==> config.mk <==
export PLATFORM = sky130hd
export DESIGN_NAME = msx_mouse_port
export DESIGN_NICKNAME = d
export VERILOG_FILES = /design/src/rtl/msx_mouse_port.sv
export SDC_FILE = /design/constraint.sdc
export NUM_CORES = 1
export LEC_CHECK = 0
export BUFFER_PORTS_ARGS = -buffer_cell sky130_fd_sc_hd__buf_2
export CORE_MARGIN = 1
export CORE_UTILIZATION = 54
export CTS_CLUSTER_DIAMETER = 120
export DETAILED_ROUTE_END_ITERATION = 16
export PLACE_DENSITY_LB_ADDON = 0.1
export SLEW_MARGIN = 25
export SYNTH_ARGS = -nofsm -noshare
export SYNTH_HDL_FRONTEND = slang
export SYNTH_SLANG_ARGS = --single-unit
==> constraint.sdc <==
create_clock -name clk_sys -period 3.2 [get_ports clk_sys]
set_input_delay 0.48 -clock clk_sys [delete_from_list [all_inputs] [get_ports clk_sys]]
set_output_delay 0.48 -clock clk_sys [all_outputs]
set_load 0.05 [all_outputs]
==> src/rtl/msx_mouse_port.sv <==
// -----------------------------------------------------------------------------
// msx_mouse_port
//
// Turns PS/2 mouse packets into the MSX general-purpose-port mouse protocol.
// It sits between the ps2mouse decoder and the joystick port A input of
// emsx_top. Motion is accumulated between MSX reads. Each STROBE (pin 8) edge
// returns one nibble, in the order X-high, X-low, Y-high, Y-low. The physical
// joystick is passed through whenever the mouse is not in use.
//
// Parameters
//   TIMEOUT       clk_sys cycles without a STROBE edge before the nibble
//                 index falls back to 0
//
// Ports
//   clk_sys       system clock (emsx clk21m domain)
//   reset         synchronous, active-high
//   mouse_strobe  1-cycle pulse: new packet on mouse_dx / mouse_dy / mouse_btn
//   mouse_dx      signed X delta, two's complement, +right
//   mouse_dy      signed Y delta, two's complement, +up
//   mouse_btn     [0] left, [1] right, 1 = pressed
//   joy_in        physical joystick, active-low: [3:0] dirs, [5:4] triggers
//   msx_str       port STROBE from emsx, already in the clk_sys domain
//   port_out      active-low pin levels towards pJoyA
//   mouse_active  1 = the mouse drives port_out
// -----------------------------------------------------------------------------
module msx_mouse_port #(
   parameter int TIMEOUT = 100000
) (
   input  logic       clk_sys,
   input  logic       reset,
   input  logic       mouse_strobe,
   input  logic [8:0] mouse_dx,
   input  logic [8:0] mouse_dy,
   input  logic [1:0] mouse_btn,
   input  logic [5:0] joy_in,
   input  logic       msx_str,
   output logic [5:0] port_out,
   output logic       mouse_active
);

   localparam int TW = $clog2(TIMEOUT + 1);

   logic          str_d;
   logic [7:0]    acc_x;
   logic [7:0]    acc_y;
   logic [7:0]    lat_x;
   logic [7:0]    lat_y;
   logic [1:0]    nib_idx;
   logic [TW-1:0] tmo;

   logic          str_edge;
   logic          rd_edge;
   logic          rd_first;
   logic [7:0]    base_x;
   logic [7:0]    base_y;
   logic signed [9:0] sum_x;
   logic signed [9:0] sum_y;
   logic [3:0]    nibble;

   // Clamp a 10-bit signed sum to the 8-bit signed range.
   function automatic logic [7:0] sat8(input logic signed [9:0] v);
      if (v > 10'sd127)
         return 8'h7F;
      else if (v < -10'sd128)
         return 8'h80;
      else
         return v[7:0];
   endfunction

   // Either STROBE level change is a read; edges only count while the mouse
   // owns the port.
   assign str_edge = msx_str ^ str_d;
   assign rd_edge  = str_edge & mouse_active;
   assign rd_first = rd_edge && (nib_idx == 2'd0);

   // A read of nibble 0 snapshots and clears the accumulators in the same
   // cycle. A packet arriving then lands on the cleared value.
   assign base_x = rd_first ? 8'h00 : acc_x;
   assign base_y = rd_first ? 8'h00 : acc_y;

   // MSX counts +left, so X is subtracted. 10 bits holds any 8-bit + 9-bit sum.
   assign sum_x = $signed({{2{base_x[7]}}, base_x}) - $signed({mouse_dx[8], mouse_dx});
   assign sum_y = $signed({{2{base_y[7]}}, base_y}) + $signed({mouse_dy[8], mouse_dy});

   // NOTE: nibble gets a default before the case so no path can leave it unassigned and infer a latch.
   always_comb begin
      nibble = 4'h0;
      case (nib_idx)
         2'd0: nibble = acc_x[7:4];   // live accumulator, latched on this read
         2'd1: nibble = lat_x[3:0];
         2'd2: nibble = lat_y[7:4];
         2'd3: nibble = lat_y[3:0];
         default: nibble = 4'h0;
      endcase
   end

   // NOTE: every state update is non-blocking, so each branch below reads the pre-edge values.
   always_ff @(posedge clk_sys) begin
      if (reset) begin
         port_out     <= 6'h3F;
         mouse_active <= 1'b0;
         acc_x        <= 8'h00;
         acc_y        <= 8'h00;
         lat_x        <= 8'h00;
         lat_y        <= 8'h00;
         nib_idx      <= 2'd0;
         tmo          <= '0;
         // Sampling the current level here prevents a false edge right after reset.
         str_d        <= msx_str;
      end else begin
         str_d <= msx_str;

         // Accumulators run in both modes.
         if (mouse_strobe) begin
            acc_x <= sat8(sum_x);
            acc_y <= sat8(sum_y);
         end else if (rd_first) begin
            acc_x <= 8'h00;
            acc_y <= 8'h00;
         end

         if (rd_first) begin
            lat_x <= acc_x;
            lat_y <= acc_y;
         end

         // Nibble sequencing. An accepted edge on the last timeout cycle
         // takes precedence over the fallback to index 0.
         if (rd_edge) begin
            nib_idx <= nib_idx + 2'd1;
            tmo     <= TW'(TIMEOUT);
         end else begin
            if (tmo != '0)
               tmo <= tmo - TW'(1);
            if (tmo == TW'(1))
               nib_idx <= 2'd0;
         end

         // A mouse packet claims the port. Otherwise any joystick activity
         // releases it.
         if (mouse_strobe)
            mouse_active <= 1'b1;
         else if (joy_in != 6'h3F)
            mouse_active <= 1'b0;

         if (mouse_active) begin
            port_out[5:4] <= ~mouse_btn;
            if (rd_edge)
               port_out[3:0] <= nibble;
         end else begin
            port_out <= joy_in;
         end
      end
   end

endmodule

==> qor.txt <==
Status: finished, violations left
Failing checks: design-rule violations
Slew @ Worst Pin: 770 ps
RD Place Congestion: 0.854
Max_cap viols: 0
Main synth FF type: dfxtp_1
Post-synthesis cell type count: 73
I/O Buffers: 36
DRC: 1
Wire per inst: 14.6 um
Reg2reg path depth: 13
Worst min path class: in2reg
Final Power: 3.22 mW
EDFF count, synth: 0
Register area share after synthesis: 29.6%
R2R Setup Slk: 200 ps
Hold_buf cts: 0
Largest net degree at the start of global routing: 35
CP Capture Type: flip-flop
Crit path max-delay family: compound AO/OA/AOI/OAI gates
Max Slew Vio Count: 0
CP Cell Sequence: inv_1 > ha_1 > nand3_1 > buf_4 > buf_4 > and2_1 > ha_1 > nor2b_4 > o2111a_2 > o311a_4 > a31oi_4 > a221oi_4 > a221o_1
WP buf/inv: 3
Syn_area_per_cell: 8.70 um^2
Layout fillers: 584
CP peak stage delay: 370 ps
Drt pass-1 iters: 10
Clock buffer depth: 2
Leakage power: 1.70 nW
Boundary Pins: 37
Number of routed nets with antenna violations: 0
Share of layout cells above drive strength 1: 22.0%
Synth Cell Area: 3710 um^2
Max FO, Critical Path: 10
Register area: 1100 um^2
WP data arrival: 3190 ps
Final Non-Filler Cells: 550
Die X: 84.9 um
Final min period: 3000 ps
Critical R2R Launch: nib_idx[1]
Multi-input logic area: 2430 um^2
PD cells: 781 nW/um^2
#FFs+latches synth: 55
1st-iter DRT viols: 153
Final Cycle Share: 93.7%
TritonCTS buffer count: 5
ANT cells: 0
Area grow syn2layout: 10.9%
Reg2Reg Capture Point: acc_x[3]
Die area: 7210 um^2
CTS root buf: clkbuf_8
Nets: 530
Worst Hold Depth: 1
Slowest-stage cell, CP: o311a_4
Die Y: 84.9 um
Row Count: 29
Gr usage total: 23.1%
Syn nets: 485
Endpoints failing setup: 0
Detailed placement HPWL: 6280 um
Clock Latency Late Sink: 300 ps
Worst clock skew: 4.41 ps
Vias/cell: 5.82
Clock sinks: 55
Initial core utilization: 57.2%
Routed wire length: 8010 um
Crit path launch type: flip-flop
Ys async rst share: 0%
HP Start: msx_str
Initial antenna violation count: 0
Dpl cells: 541
Clock transition at the registers of the reported paths: 90 ps
Max_slew headroom: 48.3%
CP Data Required Time: 3390 ps
Hold path endpoint: str_d
Fmax: 333 MHz
Core area: 6490 um^2
Vias in the first global route: 3,099
Setup repair after global routing missed its margin: false
CTS tree: yes
GRT overflow: 0
Final Hold Fails: 0
CTS H-tree lvls: 2
Crit path kind: reg2reg
Synth Warn #: 0
Post-Synthesis Cells: 427
First-pass GRT wire length: 13,800 um
Worst vdd ir: 0.313 mV
Vias post-DR: 3,199
==> layout make-up <==
class / count / area share (%)
clock buffers: 7 / 1.85
clock inverters: 1 / 0.121
inverters: 22 / 2.00
multi-input cells: 333 / 59.0
flip-flops and latches: 55 / 26.8
well taps: 77 / 2.34
repair buffers: 55 / 7.83
==> worst reg2reg max path: cells and delay by family (launching register included) <==
| kind | cells | cell delay (ps) |
|---|---|---|
| flops | 1 | 350 |
| buf+inv | 3 | 440 |
| compound gates | 5 | 1240 |
| fa+ha+maj | 2 | 500 |
| simple gates | 3 | 380 |
==> per-stage QoR <==
step / setup WS (ps) / hold slack [ps] / setup TNS, ps / utilization (%) / instance area, um^2
finish: 201 / 299 / 0 / 63.4 / 4120
global route: 18.7 / 285 / 0 / 63.4 / 4120
CTS: 44.2 / 290 / 0 / 62.9 / 4080
floorplan: 11.0 / 427 / 0 / - / 3720
global placement: -12.7 / 442 / -46.3 / 61.6 / 4000
detailed placement: -84.4 / 445 / -434 / 61.6 / 4000
==> cells in the final DEF (no fill, tap or decap), types with 3 or more instances in the layout <==
cell type | synthesis | layout
dfxtp_1 | 55 | 52
nor2_1 | 37 | 37
a221o_1 | 5 | 5
a222oi_1 | 4 | 4
o21ai_0 | 13 | 12
clkbuf_8 | 0 | 5
or3_1 | 6 | 6
o2111ai_1 | 11 | 11
dfxtp_2 | 0 | 3
xor2_1 | 7 | 7
nor3_1 | 9 | 9
a211o_1 | 4 | 4
nand2_1 | 54 | 54
a31oi_1 | 5 | 5
nand2b_1 | 9 | 9
a211oi_1 | 6 | 6
buf_4 | 0 | 19
a21o_1 | 3 | 3
nor2b_1 | 4 | 4
buf_2 | 2 | 36
inv_1 | 22 | 21
and2_1 | 15 | 15
o211ai_1 | 3 | 3
a21oi_1 | 33 | 32
nor3_2 | 4 | 3
nand3_1 | 8 | 8
xnor2_1 | 16 | 16
ha_1 | 26 | 26
==> routing by layer <==
metal	vias to the layer above	wire (um)	global-route usage, %
met5	-	0	0
met4	0	96	6.16
met3	8	150	3.02
met2	44	3910	40.5
met1	1520	3850	30.0
li1	1627	-	-
==> cells by family after synthesis <==
group                      Yosys count  synth area share (%)
AOI/OAI and AO/OA                  111                  24.0
adders and majority gates           28                  9.83
xor gates and xnor gates            23                  5.42
buffers and inverters               39                  5.59
and+or+nand+nor                    170                  25.2
muxes                                1                 0.303
DFF                                 55                  29.6
==> flip-flops by register name, summed over array words and instances, names as in the netlist <==
name	cells
lat_x	4
acc_y	8
lat_y	8
nib_idx	2
port_out	6
str_d	1
acc_x	8
mouse_active	1
tmo	17
==> cells in the mapped netlist (8+ instances only) <==
library cell / n / area (um^2)
nand2_1: 54 / 203
nor3_1: 9 / 45.0
nand2b_1: 9 / 56.3
o2111ai_1: 11 / 96.3
dfxtp_1: 55 / 1100
nor2_1: 37 / 139
inv_1: 22 / 82.6
xnor2_1: 16 / 140
nand3_1: 8 / 40.0
a21oi_1: 33 / 165
ha_1: 26 / 325
and2_1: 15 / 93.8
clkbuf_1: 9 / 33.8
o21ai_0: 13 / 65.1
==> how the worst max path moves through the flow <==
stage                to  depth (start not counted)       start  slack (ps)
2_1_floorplan  acc_y[2]                         12     msx_str          10
3_3_place_gp   acc_y[2]                         13     msx_str         -10
3_5_place_dp   acc_y[3]                         13     msx_str         -80
4_1_cts        acc_y[3]                         13  nib_idx[0]          40
5_1_grt        acc_y[3]                         14  nib_idx[1]          20
6_report       acc_x[3]                         13  nib_idx[1]         200
==> repair_timing <==
item / in CTS / in global routing
endpoints found under the hold margin: 0 / 0
buffers inserted: 0 / 1
gates resized for setup: 0 / 9
endpoints found under the setup margin: 0 / 15
==> where the power goes <==
group	switching (mW)	leakage (nW)	internal [mW]
Combinational	1.01	1.20	0.795
Sequential	0.183	0.454	0.870
Clock	0.206	0.0422	0.154
Total	1.40	1.70	1.82
Power figures use the tool's default switching activity.
